--- src/rtl/mem_access_pkg.sv ---
// mem_access_pkg: size and state encodings shared by the load/store unit.
package mem_access_pkg;

    localparam logic [1:0] SIZE_B = 2'b00;
    localparam logic [1:0] SIZE_H = 2'b01;
    localparam logic [1:0] SIZE_W = 2'b10;

    typedef enum logic [1:0] {
        ST_IDLE  = 2'd0,
        ST_READ  = 2'd1,
        ST_WRITE = 2'd2
    } state_e;

    function automatic logic misaligned(input logic [1:0] size, input logic [1:0] off);
        return (size == 2'b11) || (size == SIZE_H && off[0]) || (size == SIZE_W && off != 2'b00);
    endfunction

endpackage

--- src/rtl/mem_lane_align.sv ---
// mem_lane_align: byte-lane merge for sub-word stores and lane extraction for loads.
module mem_lane_align
    import mem_access_pkg::*;
(
    input  logic [31:0] old_word,
    input  logic [31:0] wdata,
    input  logic [31:0] rd_word,
    input  logic [1:0]  size,
    input  logic [1:0]  offset,
    input  logic        uns,
    output logic [31:0] merged,
    output logic [31:0] load_data
);

    function automatic logic [31:0] merge_store(input logic [31:0] old, input logic [31:0] wd,
                                                input logic [1:0] sz, input logic [1:0] off);
        logic [31:0] r;
        r = old;
        if (sz == SIZE_B)
            r[{off, 3'b000} +: 8] = wd[7:0];
        else if (sz == SIZE_H)
            r[{off[1], 4'b0000} +: 16] = wd[15:0];
        else
            r = wd;
        return r;
    endfunction

    function automatic logic [31:0] extract_load(input logic [31:0] w, input logic [1:0] sz,
                                                 input logic [1:0] off, input logic u);
        logic [7:0]  b;
        logic [15:0] h;
        b = w[{off, 3'b000} +: 8];
        h = w[{off[1], 4'b0000} +: 16];
        return sz == SIZE_B ? {{24{b[7] & ~u}}, b} :
               sz == SIZE_H ? {{16{h[15] & ~u}}, h} : w;
    endfunction

    assign merged    = merge_store(old_word, wdata, size, offset);
    assign load_data = extract_load(rd_word, size, offset, uns);

endmodule

--- src/rtl/mem_access_unit.sv ---
// mem_access_unit: load/store front-end; sub-word stores run as read-modify-write
// because the data memory only has a whole-word write enable.
module mem_access_unit
    import mem_access_pkg::*;
#(
    parameter int ADDR_WIDTH = 10
) (
    input  logic                  clk,
    input  logic                  rst,
    input  logic                  req_valid,
    output logic                  req_ready,
    input  logic                  req_we,
    input  logic [1:0]            req_size,
    input  logic                  req_unsigned,
    input  logic [ADDR_WIDTH+1:0] req_addr,
    input  logic [31:0]           req_wdata,
    output logic                  resp_valid,
    output logic [31:0]           resp_rdata,
    output logic                  resp_err,
    output logic [ADDR_WIDTH-1:0] mem_a,
    output logic [31:0]           mem_d,
    output logic                  mem_we,
    input  logic [31:0]           mem_spo
);

    state_e                state_q, state_d;
    logic [ADDR_WIDTH+1:0] addr_q, addr_d;
    logic [1:0]            size_q, size_d;
    logic                  we_q, we_d;
    logic                  uns_q, uns_d;
    logic [31:0]           wdata_q, wdata_d;
    logic [31:0]           word_q, word_d;
    logic                  resp_valid_q, resp_valid_d;
    logic [31:0]           resp_rdata_q, resp_rdata_d;
    logic                  resp_err_q, resp_err_d;
    logic [31:0]           merged, load_data;
    logic                  accept;

    mem_lane_align u_align (
        .old_word (word_q),
        .wdata    (wdata_q),
        .rd_word  (mem_spo),
        .size     (size_q),
        .offset   (addr_q[1:0]),
        .uns      (uns_q),
        .merged   (merged),
        .load_data(load_data)
    );

    assign req_ready  = state_q == ST_IDLE;
    assign accept     = req_valid && req_ready;
    assign mem_a      = addr_q[ADDR_WIDTH+1:2];
    assign mem_d      = merged;
    assign mem_we     = state_q == ST_WRITE;
    assign resp_valid = resp_valid_q;
    assign resp_rdata = resp_rdata_q;
    assign resp_err   = resp_err_q;

    always_comb begin
        state_d      = state_q;
        addr_d       = addr_q;
        size_d       = size_q;
        we_d         = we_q;
        uns_d        = uns_q;
        wdata_d      = wdata_q;
        word_d       = word_q;
        resp_valid_d = 1'b0;
        resp_rdata_d = resp_rdata_q;
        resp_err_d   = resp_err_q;
        case (state_q)
            ST_IDLE: if (accept) begin
                addr_d  = req_addr;
                size_d  = req_size;
                we_d    = req_we;
                uns_d   = req_unsigned;
                wdata_d = req_wdata;
                if (misaligned(req_size, req_addr[1:0])) begin
                    resp_valid_d = 1'b1;
                    resp_rdata_d = 32'h0;
                    resp_err_d   = 1'b1;
                end else begin
                    state_d = (req_we && req_size == SIZE_W) ? ST_WRITE : ST_READ;
                end
            end
            ST_READ: begin
                word_d  = mem_spo;
                state_d = we_q ? ST_WRITE : ST_IDLE;
                if (!we_q) begin
                    resp_valid_d = 1'b1;
                    resp_rdata_d = load_data;
                    resp_err_d   = 1'b0;
                end
            end
            ST_WRITE: begin
                state_d      = ST_IDLE;
                resp_valid_d = 1'b1;
                resp_rdata_d = 32'h0;
                resp_err_d   = 1'b0;
            end
            default: state_d = ST_IDLE;
        endcase
    end

    always_ff @(posedge clk or posedge rst) begin
        if (rst) begin
            state_q      <= ST_IDLE;
            addr_q       <= '0;
            size_q       <= 2'b00;
            we_q         <= 1'b0;
            uns_q        <= 1'b0;
            wdata_q      <= 32'h0;
            word_q       <= 32'h0;
            resp_valid_q <= 1'b0;
            resp_rdata_q <= 32'h0;
            resp_err_q   <= 1'b0;
        end else begin
            state_q      <= state_d;
            addr_q       <= addr_d;
            size_q       <= size_d;
            we_q         <= we_d;
            uns_q        <= uns_d;
            wdata_q      <= wdata_d;
            word_q       <= word_d;
            resp_valid_q <= resp_valid_d;
            resp_rdata_q <= resp_rdata_d;
            resp_err_q   <= resp_err_d;
        end
    end

endmodule

--- config.mk ---
export PLATFORM = sky130hd
export DESIGN_NAME = mem_access_unit
export DESIGN_NICKNAME = d
export VERILOG_FILES = /design/src/rtl/mem_access_pkg.sv /design/src/rtl/mem_lane_align.sv /design/src/rtl/mem_access_unit.sv
export SDC_FILE = /design/constraint.sdc
export NUM_CORES = 1
export LEC_CHECK = 0
export BUFFER_PORTS_ARGS = -buffer_cell sky130_fd_sc_hd__clkbuf_2
export CORE_MARGIN = 2
export CORE_UTILIZATION = 45
export CTS_CLUSTER_DIAMETER = 50
export CTS_CLUSTER_SIZE = 20
export DETAILED_ROUTE_END_ITERATION = 10
export PLACE_DENSITY = 0.72
export SLEW_MARGIN = 20
export SYNTH_ARGS = -nofsm -noshare
export SYNTH_HDL_FRONTEND = slang
export SYNTH_SLANG_ARGS = --single-unit
--- constraint.sdc ---
create_clock -name clk -period 6.55 [get_ports clk]
set_input_delay 0.9825 -clock clk [delete_from_list [all_inputs] [get_ports clk]]
set_output_delay 0.9825 -clock clk [all_outputs]
set_load 0.03 [all_outputs]
==> flow_summary.json <==
{
  "die_area_um2": 14440,
  "final_nets": 765,
  "vdd_drop_max_mv": 0.2736,
  "ff2ff_setup_slack_ns": 3.97,
  "gr-total-overflow": 0,
  "power.density_nw_per_um2": 659.2,
  "cts_tree": "yes",
  "syn-mean-instance-area_um2": 11.35,
  "crit_chain": "inv_1 -> ha_1 -> nor2_1 -> nand2_1 -> nor3_1 -> a221o_1 -> clkbuf_2",
  "drt_iter0_drc": 449,
  "die_y_um": 120.2,
  "ys_seq_area_share_pct": 47.80,
  "tightest_slew_ns": 1.045,
  "synth_edf_count": 0,
  "timing.slew.headroom_pct": 29.83,
  "outcome": "completed",
  "hpwl_mm": 11.99,
  "yosys.area_share.adder_pct": 1.854,
  "reg2reg_from": "state_q[1]$_DFFE_PP0P_",
  "rsz0062_at_grt": "false",
  "finalHoldViolations": 0,
  "drc": 0,
  "clockBufferDepth": 2,
  "synth_top_family_by_area": "multiplexers",
  "cts_made_buffers": 17,
  "antenna_found_initial": 0,
  "leakage_nw": 3.660,
  "fin_area_um2": 7531,
  "period_needed_ns": 4.309,
  "syn_nets": 627,
  "ys.flop_type": "dfrtp_1",
  "die_w_um": 120.2,
  "via_per_inst": 5.718,
  "yosys_warnings": 0,
  "start_util_pct": 46.04,
  "reg2regPathDepth": 8,
  "synth_top_area_share_pct": 47.80,
  "postCtsSetupRepairBufs": 0,
  "cap_viol_max_count": 0,
  "hold_buffers": 0,
  "power.total_mw": 4.964,
  "cpLargestDelayFamily": "simple AND/OR/NAND/NOR gates",
  "cts.reportedPaths.clkPinSlew_ns": 0.05,
  "port-buffer-count": 160,
  "use_met2_pct": 35.87,
  "grt_usage_pct": 23.39,
  "met3_usage_pct": 6.745,
  "synthTopCellsByArea": "dfrtp_1 (48%), mux2_2 (15%), mux2i_1 (5.6%)",
  "holdPathEnd": "resp_err$_DFFE_PP0P_",
  "period_share_pct": 65.79,
  "synth_most_common_cell": "dfrtp_1",
  "place_area_um2": 6885,
  "yosysTopAreaCell": "dfrtp_1",
  "cts_resized": 0,
  "finalClockSkew_ns": 0.006832,
  "holdCritStartpoint": "resp_err$_DFFE_PP0P_",
  "antenna_left": 0,
  "cts_sinks": 116,
  "drt_wl_total_mm": 16.50,
  "synth_common_cells": "dfrtp_1 (116), mux2_2 (83), nand2_1 (78)",
  "grt_busiest_layer": "met2",
  "area_delta_synth_final_pct": 24.00,
  "max_stage_delay_ns": 0.86,
  "first_pass_iters": 5,
  "critPathCaptureType": "primary output",
  "vias": 4929,
  "clock_latency_ns": 0.41,
  "yosysUniqueCellTypes": 44,
  "synth-xor-area-share_pct": 0,
  "path_depth": 7,
  "critical_path_required_ns": 5.57,
  "n_antenna_cell": 0,
  "grt_max_degree": 62,
  "synth_compound_area_share_pct": 12.63,
  "worstReg2RegEnd": "resp_rdata[5]$_DFFE_PP0P_",
  "grtUsageMet1_pct": 31.09,
  "cts_max_level": 4,
  "grt_pass1_vias": 4944,
  "clockRootBuffer": "clkbuf_16",
  "synthesis.area_um2": 6073,
  "ioPinCount": 161,
  "hold_class": "reg2reg",
  "cp_max_fo": 16,
  "grt_pass1_wl_mm": 26.02,
  "synth-async-reset-ratio_pct": 100.0,
  "fmax_mhz": 232.1,
  "synth-simple-area-share_pct": 9.250,
  "drive_above_1_share_pct": 42.71,
  "setup_viol": 0,
  "core-area_um2": 13190,
  "yosys_register_bits": 116,
  "hold_ws_ns": 0.4812,
  "final-max-slew-violation-count": 0,
  "tns_ns": 0,
  "critPathKind": "reg2out",
  "min_path_cells": 2,
  "cp-start-kind": "flip-flop",
  "synthMuxAreaShare_pct": 23.59,
  "wl_per_cell_um": 19.15,
  "critPathBufInv": 2,
  "synthCells": 535,
  "gp_congestion": 0.8872,
  "arrival_ns": 3.33,
  "placementRows": 42,
  "slowest_stage": "nor3_1"
}
-- sequential cells by signal, indices dropped and copies added (netlist names) --
register / count
wdata_q: 32
size_q: 2
word_q: 32
resp_valid: 1
we_q: 1
uns_q: 1
addr_q: 12
resp_rdata: 32
state_q: 2
resp_err: 1
-- layout make-up --
type | instances | area, um^2
clock buffer | 23 | 498.0
clock inverter | 9 | 147.6
fill | 1150 | 5659
inverter | 10 | 40.04
multi-input combinational | 362 | 2877
sequential | 116 | 2903
tap | 176 | 220.2
timing repair buffer | 166 | 845.8
-- worst max path at each step --
stage                             to             startpoint  slack (ns)
2_1_floorplan  addr_q[0]$_DFFE_PP0P_                    rst        2.50
3_3_place_gp               mem_d[12]  addr_q[0]$_DFFE_PP0P_        2.87
3_5_place_dp               mem_d[12]  addr_q[0]$_DFFE_PP0P_        2.74
4_1_cts                    mem_d[12]  addr_q[0]$_DFFE_PP0P_        2.29
5_1_grt                    mem_d[14]  addr_q[0]$_DFFE_PP0P_        1.99
6_report                   mem_d[14]  addr_q[0]$_DFFE_PP0P_        2.24
-- logic make-up after synthesis --
| group | after synthesis |
|---|---|
| adder cells (fa/ha/maj) | 9 |
| AND/OR/NAND/NOR | 124 |
| multiplexers | 124 |
| buffers and inverters | 57 |
| flip-flops | 116 |
| AO/OA/AOI/OAI | 105 |
-- cells in the final DEF (no fill, tap or decap), types with 2 or more instances in the layout --
cell type	instances
a22o_1	16
a22oi_1	7
ha_1	9
nor2_1	11
o21ai_0	9
mux2_2	83
nor3_1	2
mux2i_1	34
a21oi_1	10
buf_4	6
o21ai_1	22
o221ai_1	15
nand2_1	77
inv_1	8
nor2b_1	9
mux4_2	7
and3_1	15
a31oi_1	7
clkbuf_16	17
bufinv_16	4
dfrtp_1	116
clkinv_2	4
a221o_1	8
clkbuf_2	160
nand4_1	2
clkbuf_8	5
-- where the power goes --
group / switching (mW) / internal [mW]
combinational: 1.60 / 0.970
clock: 0.316 / 0.684
sequential: 0.317 / 1.08
-- stage by stage --
stage	utilization [%]	worst slack, ns	std cells
after floorplan	-	2.495	535
after global placement	52.20	2.865	830
after detailed placement	52.20	2.737	830
after CTS	57.10	2.295	862
after global routing	57.10	1.987	862
final	57.10	2.241	862
-- worst register-to-register path, delay by kind of cell (launching register included) --
kind	cells	cell delay (ns)
flops	1	0.37
simple gates	1	0.54
buf+inv	3	0.63
fa+ha+maj	1	0.18
compound gates	3	0.77
-- layer usage --
layer | wire length (um) | vias to the layer above
li1 | - | 2221
met1 | 7052 | 2456
met2 | 7797 | 220
met3 | 1246 | 32
met4 | 406 | 0
met5 | 0 | -
No activity file was read; power rests on OpenSTA's default activity.
